===== src/rtl/mips_defs.sv =====
// Opcode/funct encodings and write-back decode shared by the MIPS pipeline stages.
package mips_defs;

  localparam logic [5:0] OP_RTYPE = 6'h00;
  localparam logic [5:0] OP_JAL   = 6'h03;
  localparam logic [5:0] OP_LB    = 6'h20;
  localparam logic [5:0] OP_LH    = 6'h21;
  localparam logic [5:0] OP_LW    = 6'h23;
  localparam logic [5:0] OP_LBU   = 6'h24;
  localparam logic [5:0] OP_LHU   = 6'h25;

  localparam logic [5:0] FN_JR      = 6'h08;
  localparam logic [5:0] FN_JALR    = 6'h09;
  localparam logic [5:0] FN_SYSCALL = 6'h0C;
  localparam logic [5:0] FN_BREAK   = 6'h0D;
  localparam logic [5:0] FN_MFHI    = 6'h10;
  localparam logic [5:0] FN_MTHI    = 6'h11;
  localparam logic [5:0] FN_MFLO    = 6'h12;
  localparam logic [5:0] FN_MTLO    = 6'h13;
  localparam logic [5:0] FN_MULT    = 6'h18;
  localparam logic [5:0] FN_MULTU   = 6'h19;
  localparam logic [5:0] FN_DIV     = 6'h1A;
  localparam logic [5:0] FN_DIVU    = 6'h1B;

  typedef enum logic [1:0] {SrcNone, SrcAlu, SrcMem, SrcLink} wb_src_e;
  typedef enum logic [2:0] {LdW, LdB, LdBu, LdH, LdHu} ld_kind_e;

  function automatic wb_src_e decode_wb_src(logic [31:0] instr);
    logic [5:0] op;
    logic [5:0] fn;
    wb_src_e    src;
    op  = instr[31:26];
    fn  = instr[5:0];
    src = SrcNone;
    if (instr != 32'h0) begin
      case (op)
        OP_RTYPE: begin
          case (fn)
            FN_JALR: src = SrcLink;
            FN_JR, FN_SYSCALL, FN_BREAK, FN_MTHI, FN_MTLO,
            FN_MULT, FN_MULTU, FN_DIV, FN_DIVU: src = SrcNone;
            default: src = SrcAlu;  // ALU ops plus mfhi/mflo
          endcase
        end
        OP_JAL: src = SrcLink;
        OP_LW, OP_LB, OP_LBU, OP_LH, OP_LHU: src = SrcMem;
        default: src = (op[5:3] == 3'b001) ? SrcAlu : SrcNone;  // 0x08-0x0F immediates
      endcase
    end
    return src;
  endfunction

  function automatic ld_kind_e decode_ld_kind(logic [5:0] op);
    ld_kind_e kind;
    case (op)
      OP_LB:   kind = LdB;
      OP_LBU:  kind = LdBu;
      OP_LH:   kind = LdH;
      OP_LHU:  kind = LdHu;
      default: kind = LdW;
    endcase
    return kind;
  endfunction

endpackage


===== src/rtl/wb_grf_if.sv =====
// W-stage inputs and register-file read/write-back outputs of the wb_grf block.
interface wb_grf_if;
  logic [31:0] Instr_W;
  logic [31:0] ALU_Out_W;
  logic [31:0] Data_out_dm_W;
  logic [4:0]  WriteReg_W;
  logic [31:0] PC4_W;
  logic [4:0]  RA1;
  logic [4:0]  RA2;
  logic [31:0] RD1;
  logic [31:0] RD2;
  logic [31:0] WD_W;
  logic        WE_W;
  logic [31:0] Retired_W;

  modport master (
    output Instr_W, ALU_Out_W, Data_out_dm_W, WriteReg_W, PC4_W, RA1, RA2,
    input  RD1, RD2, WD_W, WE_W, Retired_W
  );

  modport slave (
    input  Instr_W, ALU_Out_W, Data_out_dm_W, WriteReg_W, PC4_W, RA1, RA2,
    output RD1, RD2, WD_W, WE_W, Retired_W
  );
endinterface


===== src/rtl/load_ext.sv =====
// Little-endian byte/half selection and sign/zero extension of a loaded word.
module load_ext
  import mips_defs::*;
(
  input  ld_kind_e    kind,
  input  logic [1:0]  off,
  input  logic [31:0] word,
  output logic [31:0] ext
);

  logic [7:0]  byte_sel;
  logic [15:0] half_sel;

  always_comb begin
    byte_sel = word[8*off +: 8];
    half_sel = off[1] ? word[31:16] : word[15:0];
    unique case (kind)
      LdB:     ext = {{24{byte_sel[7]}}, byte_sel};
      LdBu:    ext = {24'h0, byte_sel};
      LdH:     ext = {{16{half_sel[15]}}, half_sel};
      LdHu:    ext = {16'h0, half_sel};
      default: ext = word;
    endcase
  end

endmodule


===== src/rtl/wb_grf.sv =====
// Write-back select, 32x32 register file with write-through reads, and retire counter.
module wb_grf
  import mips_defs::*;
(
  input logic     clk,
  input logic     reset,
  wb_grf_if.slave bus
);

  logic [31:0] rf_q [32];
  logic [31:0] retired_q;
  wb_src_e     src;
  ld_kind_e    kind;
  logic [31:0] load_val;
  logic [31:0] wd;
  logic        we;

  load_ext u_load_ext (
    .kind (kind),
    .off  (bus.ALU_Out_W[1:0]),
    .word (bus.Data_out_dm_W),
    .ext  (load_val)
  );

  always_comb begin
    src  = decode_wb_src(bus.Instr_W);
    kind = decode_ld_kind(bus.Instr_W[31:26]);
    unique case (src)
      SrcMem:  wd = load_val;
      SrcLink: wd = bus.PC4_W + 32'd4;  // return address skips the delay slot
      SrcAlu:  wd = bus.ALU_Out_W;
      default: wd = 32'h0;
    endcase
    we = (src != SrcNone) && (bus.WriteReg_W != 5'd0);
  end

  always_comb begin
    if (bus.RA1 == 5'd0)                      bus.RD1 = 32'h0;
    else if (we && bus.RA1 == bus.WriteReg_W) bus.RD1 = wd;
    else                                      bus.RD1 = rf_q[bus.RA1];
    if (bus.RA2 == 5'd0)                      bus.RD2 = 32'h0;
    else if (we && bus.RA2 == bus.WriteReg_W) bus.RD2 = wd;
    else                                      bus.RD2 = rf_q[bus.RA2];
  end

  always_ff @(posedge clk) begin
    if (reset) begin
      for (int i = 0; i < 32; i++) rf_q[i] <= 32'h0;
      retired_q <= 32'h0;
    end else begin
      if (we) rf_q[bus.WriteReg_W] <= wd;
      if (bus.Instr_W != 32'h0) retired_q <= retired_q + 32'd1;
    end
  end

  assign bus.WD_W      = wd;
  assign bus.WE_W      = we;
  assign bus.Retired_W = retired_q;

endmodule


===== src/flat_wrapper.sv =====
// flat-port wrapper written by rule: the top's interface ports become plain ports
module wb_grf_flat import mips_defs::*;
  (clk, reset, bus_Instr_W, bus_ALU_Out_W, bus_Data_out_dm_W, bus_WriteReg_W, bus_PC4_W, bus_RA1, bus_RA2, bus_RD1, bus_RD2, bus_WD_W, bus_WE_W, bus_Retired_W);
  wb_grf_if bus_i ();
  input logic clk;
  input logic reset;
  input wire logic [$bits(bus_i.Instr_W)-1:0] bus_Instr_W;
  input wire logic [$bits(bus_i.ALU_Out_W)-1:0] bus_ALU_Out_W;
  input wire logic [$bits(bus_i.Data_out_dm_W)-1:0] bus_Data_out_dm_W;
  input wire logic [$bits(bus_i.WriteReg_W)-1:0] bus_WriteReg_W;
  input wire logic [$bits(bus_i.PC4_W)-1:0] bus_PC4_W;
  input wire logic [$bits(bus_i.RA1)-1:0] bus_RA1;
  input wire logic [$bits(bus_i.RA2)-1:0] bus_RA2;
  output wire logic [$bits(bus_i.RD1)-1:0] bus_RD1;
  output wire logic [$bits(bus_i.RD2)-1:0] bus_RD2;
  output wire logic [$bits(bus_i.WD_W)-1:0] bus_WD_W;
  output wire logic [$bits(bus_i.WE_W)-1:0] bus_WE_W;
  output wire logic [$bits(bus_i.Retired_W)-1:0] bus_Retired_W;
  assign bus_i.Instr_W = bus_Instr_W;
  assign bus_i.ALU_Out_W = bus_ALU_Out_W;
  assign bus_i.Data_out_dm_W = bus_Data_out_dm_W;
  assign bus_i.WriteReg_W = bus_WriteReg_W;
  assign bus_i.PC4_W = bus_PC4_W;
  assign bus_i.RA1 = bus_RA1;
  assign bus_i.RA2 = bus_RA2;
  assign bus_RD1 = bus_i.RD1;
  assign bus_RD2 = bus_i.RD2;
  assign bus_WD_W = bus_i.WD_W;
  assign bus_WE_W = bus_i.WE_W;
  assign bus_Retired_W = bus_i.Retired_W;
  wb_grf u_core (.clk(clk), .reset(reset), .bus(bus_i));
endmodule

===== config.mk =====
export PLATFORM = sky130hd
export DESIGN_NAME = wb_grf_flat
export DESIGN_NICKNAME = d
export VERILOG_FILES = /design/src/rtl/mips_defs.sv /design/src/rtl/wb_grf_if.sv /design/src/rtl/load_ext.sv /design/src/rtl/wb_grf.sv /design/src/flat_wrapper.sv
export SDC_FILE = /design/constraint.sdc
export NUM_CORES = 2
export LEC_CHECK = 0
export BUFFER_PORTS_ARGS = -buffer_cell sky130_fd_sc_hd__buf_2
export CORE_UTILIZATION = 45
export DETAILED_ROUTE_END_ITERATION = 7
export PLACE_DENSITY = 0.69
export RECOVER_POWER = 25
export SKIP_CTS_REPAIR_TIMING = 1
export SYNTH_ARGS = -nofsm -noshare
export SYNTH_HDL_FRONTEND = slang
export SYNTH_SLANG_ARGS = --single-unit

===== constraint.sdc =====
create_clock -name clk -period 11.19 [get_ports clk]
set_clock_uncertainty 0.2 [all_clocks]
set_input_delay 0 -clock clk [delete_from_list [all_inputs] [get_ports clk]]
set_output_delay 0 -clock clk [all_outputs]
set_load 0.005 [all_outputs]

-- Yosys cells after proc, flatten, opt, wreduce, memory -nomap -nowiden
Memories as Yosys holds them, arrays and structs flattened.
Index checks and enable logic that the tools add are counted.
- ROM bits: 64
- word-level logic and storage cells: 53
- RAM bits: 1024
- memories kept: 2
- input bits: 145
- output and inout port bits: 129
- flip-flop bits (word level): 32
- $add $sub $neg: 2
- eq/ne operators: 16
- shift-type cells: 1
- multiplexer cells: 20
- reductions and logical operators: 11
- memories (name ; depth ; width ; rd ports ; clocked after Yosys merged registers in ; wr ports ; RTL line ; text):
    u_core.rf_q ; 32 ; 32 ; 2 ; 0 ; 32 ; wb_grf.sv:10 ; logic [31:0] rf_q [32];
    (name not given) ; 32 ; 2 ; 1 ; 0 ; 0 ; mips_defs.sv:38 ; case (fn)
- operators with widths (cell ; number):
    32-bit two-way mux ; 5
    32-bit one-hot mux with 4 select lines ; 1
    32-bit one-hot mux with 3 select lines ; 1
    32-bit by 1-bit adder with 32-bit output, second input constant ; 1
    32-bit by 3-bit adder with 32-bit output, second input constant ; 1
    32-bit nonzero test ; 1
    32-bit OR reduction ; 1
    32-bit by 6-bit indexed part select with 8-bit output ; 1
    6-bit equality test, second input constant ; 5
    16-bit two-way mux ; 1
    3-bit one-hot mux with 4 select lines ; 1
    5-bit equality test ; 2
    5-bit zero test ; 2
    1-bit two-way mux ; 7
    3-bit by 1-bit equality test with 1-bit output, second input constant ; 2
    3-bit by 2-bit equality test with 1-bit output, second input constant ; 2
    6-bit by 2-bit equality test with 1-bit output, second input constant ; 1
    6-bit zero test ; 1
    2-bit one-hot mux with 3 select lines ; 1
    5-bit two-way mux ; 1
    5-bit nonzero test ; 1
    5-bit OR reduction ; 1
    2-bit equality test, second input constant ; 2
    2-bit two-way mux ; 2
    other kinds (4) ; 6

-- Depth between registers and ports, before layout
- word-level depth: 11
- depth in mapped cells: 13
- mapped depth without buffers: 9

-- Hierarchy
Synthesis repeated with hierarchy kept, for this count alone.
- cells, all modules: 4483
- area total of the unflattened synthesis: 57651.5 µm²
- by module, submodules not included (module ; cells each ; seq. area each (µm²) ; area each (µm²) ; instances):
    wb_grf ; 4363 ; 31390.1 ; 56802.0 ; 1
    load_ext ; 120 ; 0.0 ; 849.6 ; 1

-- Worst setup path after synthesis
No wires, ideal clock.
- kind: input to register
- start: input bus_Instr_W[26]
- end: memory u_core.rf_q[8][0] (enable)
- stages: 9
- buffers on the path: 2
- path slack: 7.638 ns
- data arrival time: 2.958 ns
- library setup time: 0.394 ns
- data required time: 10.596 ns
- path through: buf_6 -> or4_1 -> or4_1 -> nand2_2 -> a31oi_4 -> nor3b_2 -> buf_2 -> nand3_1 -> nand2b_1
- RTL lines (element ; RTL line ; text):
    from (decl) ; flat_wrapper.sv:7 ; input wire logic [$bits(bus_i.Instr_W)-1:0] bus_Instr_W;
    to (decl) ; wb_grf.sv:10 ;

==> flow_summary.toml <==
[drt]
avgViaCountPerCell = 6.67
postRouteWirelength_um = 202000
route.detailed.drc = 3
drt_first_iter_violations = 6786
detailroute.via_count = 42500
routed_wire_length_per_instance_um = 31.7
drtPass1Iterations = 8
antenna_left = 0

[clock_network]
clkSinkCount = 1056
clock_tree.buffer_depth = 3
clkTransAtPathRegs_ps = 60
cts_htree_levels = 3
cts_tree = "done"
clk-insertion-delay-late_ps = 680
cts_bufs_inserted = 109
root_buffer = "sky130_fd_sc_hd__clkbuf_16"

[synthesis]
synth_sequential_area_ratio_pct = 54.9
yosys_warnings = 0
area_of_the_mapped_netlist_um2 = 57200
synth_cell_type_count = 70
synth_edf_count = 1024
syn_avg_cell_area_um2 = 12.6
async_flop_share_pct = 0
synth_cells = 4532
flop_and_latch_count_out_of_synthesis = 1056
ys_dominant_reg_cell = "sky130_fd_sc_hd__edfxtp_1"

[sta]
tightest_slew_ps = 4100
timing.setup.tns_ps = 0
hold_violations = 11
fin_hold_ws_ps = -97.2
rsz_0062_raised_after_global_routing = "false"
timing.final.crit_share_pct = 74.5
setup-violations-final = 0
finalCriticalPeriod_ps = 8340
slew_headroom_pct = -173
clock.fmax_ghz = 0.120
finalMaxSlewViolations = 978

[floorplan]
die_height_um = 358
die_x_um = 358
start_util_pct = 45.5
design.die.area_um2 = 128000
floorplan.io_pins = 274
row_count = 130
fp.coreArea_um2 = 126000

[critical_path]
reg2reg_from = "u_core.bus.Retired_W[12]"
cp_slowest_stage_delay_ps = 2830
setup.worst_path.end_class = "flop"
terminus_of_the_critical_flop_to_flop_path = "u_core.bus.Retired_W[31]"
timing.critical_path.slowest_stage_cell = "sky130_fd_sc_hd__clkbuf_1"
crit_path_frequent_cell = "sky130_fd_sc_hd__clkbuf_1"
gate_family_responsible_for_the_most_delay_along_the_worst_path = "buffers and inverters"
worst-r2r-setup-slack_ps = 8280
worst-r2r-cell-count = 7
worstPathCellList = "dlygate4sd3_1 -> clkbuf_1 -> nor3_1 -> nand2_1 -> clkbuf_1 -> nand2b_2"
worst-path-buf-inv = 3
critPathMaxFanout = 66
worst_setup_path_start_kind = "primary input"
cp.required_ps = 11110
crit_arrival_ps = 8250
path_class = "primary input to flop"

[global_routing]
grt_max_degree = 112
track_usage_pct = 31.0
grt_pass1_vias = 40700
grt.overflow.total = 0
grt_antenna_before_repair = 10
grt_first_pass_wirelength_um = 285000

[layout]
area_growth_syn_to_layout_pct = 11.4
design.final.nets = 4777
final-seq-area_um2 = 31400
final_core_util_pct = 50.6
instances_no_fill = 6375
drive_gt1_share_pct = 21.4
layout.cell_area.non_filler_um2 = 63700
filler_cell_count = 10700
area_used_by_multi_input_combinational_logic_um2 = 23900

[power]
p_seq_share_pct = 47.6
intPower_mw = 7.18
p_switching_mw = 2.60
leakage_dissipation_nw = 21.4
ir_worst_vdd_mv = 0.135
power.switching_fraction_pct = 26.6
power.combinational.fraction_pct = 14.0
power_frac_clock_pct = 38.5
cellPowerDensity_nw_per_um2 = 154

[place]
place.port_buffers = 273
placedCellCount = 6137
gp_congestion = 0.965
hpwl_um = 128000
placed_cell_area_um2 = 59800

[run]
max_cap_viol_count = 31

[status]
status = "finished with violations"
failing_checks = "DRC, hold timing, capacitance limit, slew limit"

[min_path]
number_of_instances_on_the_worst_hold_path = 6
hp-start = "bus_Instr_W[15]"
min_to = "u_core.bus.Retired_W[0]"
hold_path.class = "primary input to flop"
-- cell families (layout without fill, tap and decap cells) --
group	count (synthesis)	count (layout)	synth area share (%)
compound gates	454	454	5.24
xor+xnor	58	58	0.889
fa+ha+maj	2	2	0.0438
buf+inv	518	676	4.05
flops	1056	1056	54.9
mux	803	803	22.4
other cells	1	36	0.00656
simple gates	1640	1640	12.4
-- power groups by stage --
stage	sequential, mW	combinational (mW)	clock (mW)
2_1_floorplan	4.68	0.804	0
3_3_place_gp	4.71	1.30	0
3_5_place_dp	4.73	1.31	0
4_1_cts	4.65	1.31	3.76
5_1_grt	4.67	1.40	3.90
6_report	4.65	1.36	3.76
-- metal layers --
| metal | part of all wire (%) | vias up | GRT usage (%) |
|---|---|---|---|
| met5 | 0.089 | - | 0 |
| met2 | 45 | 3296 | 47.9 |
| met4 | 5.2 | 12 | 14.6 |
| met3 | 14 | 551 | 9.51 |
| met1 | 35 | 21400 | 40.0 |
| li1 | - | 17300 | - |
-- worst reg2reg max path, cell delays in order (launching register included) --
cell and delay (ps):
sky130_fd_sc_hd__dfxtp_1 420, sky130_fd_sc_hd__and4_1 280, sky130_fd_sc_hd__nand4_1 250, sky130_fd_sc_hd__or3_1 580
sky130_fd_sc_hd__or4_1 490, sky130_fd_sc_hd__nor3_1 220, sky130_fd_sc_hd__xnor2_1 150, sky130_fd_sc_hd__nor2_1 50
-- registers in the layout, indices dropped and copies added, names as in the netlist --
register              count
u_core.rf_q            1024
u_core.bus.Retired_W     32
-- cell usage in the layout, fill, tap and decap left out, drive strengths merged, types with 82 or more instances in the layout --
master and count:
buf 351, o21ai 82, edfxtp 1024, nand2 103
mux2i 392, clkbuf 160, o22ai 188, mux4 379
nor2 1033, nor3 250
-- through the flow --
step,setup WS [ps],power (mW)
after detailed placement,6010,6.04
after global placement,6140,6.01
final,2850,9.78
after floorplan,7640,5.49
after CTS,6540,9.72
after global routing,2900,9.98
-- Yosys cell counts, types with 10 or more instances --
cell type                     n  area (um^2)
sky130_fd_sc_hd__nor2_1    1033         3880
sky130_fd_sc_hd__edfxtp_1  1024        30700
sky130_fd_sc_hd__mux2i_1    392         3920
sky130_fd_sc_hd__mux4_2     379         8540
sky130_fd_sc_hd__nor3_1     248         1240
sky130_fd_sc_hd__clkbuf_1   198          743
sky130_fd_sc_hd__buf_2      192          961
sky130_fd_sc_hd__o22ai_1    188         1180
sky130_fd_sc_hd__nand2_1    102          383
sky130_fd_sc_hd__o21ai_0     79          395
sky130_fd_sc_hd__nand2b_1    66          413
sky130_fd_sc_hd__nand3_1     57          285
sky130_fd_sc_hd__inv_1       54          203
sky130_fd_sc_hd__a21oi_1     51          255
sky130_fd_sc_hd__a211oi_1    49          368
sky130_fd_sc_hd__buf_1       45          169
sky130_fd_sc_hd__nor2b_1     37          231
sky130_fd_sc_hd__xnor2_1     36          315
sky130_fd_sc_hd__dfxtp_1     32          641
sky130_fd_sc_hd__mux2_2      32          360
sky130_fd_sc_hd__nand4_1     22          138
sky130_fd_sc_hd__xor2_1      22          193
sky130_fd_sc_hd__buf_4       21          158
sky130_fd_sc_hd__nor4_1      18          113
sky130_fd_sc_hd__o211ai_1    18          135
sky130_fd_sc_hd__or3_1       14         87.6
sky130_fd_sc_hd__and3_1      10         62.6
-- cell type report --
type / count / share of cell area (%)
antenna: 4 / 0.0157
clock buffer: 124 / 4.41
clock inverter: 78 / 1.33
inverter: 55 / 0.324
multi-input combinational: 2989 / 37.5
sequential: 1056 / 49.3
tap: 1650 / 3.24
timing repair buffer: 419 / 3.92
-- worst max path at each step --
stage / cells past startpoint / slack, ps / endpoint / start
after CTS: 9 / 6540 / bus_RD1[23] / bus_RA1[0]
final: 6 / 2850 / u_core.rf_q[18][12] / reset
after floorplan: 9 / 7640 / u_core.rf_q[8][0] / bus_Instr_W[26]
after global placement: 9 / 6140 / u_core.rf_q[23][19] / bus_Instr_W[26]
after detailed placement: 9 / 6010 / u_core.rf_q[20][19] / bus_Instr_W[26]
after global routing: 6 / 2900 / u_core.rf_q[18][12] / reset
(Power assumes the default switching activity.)
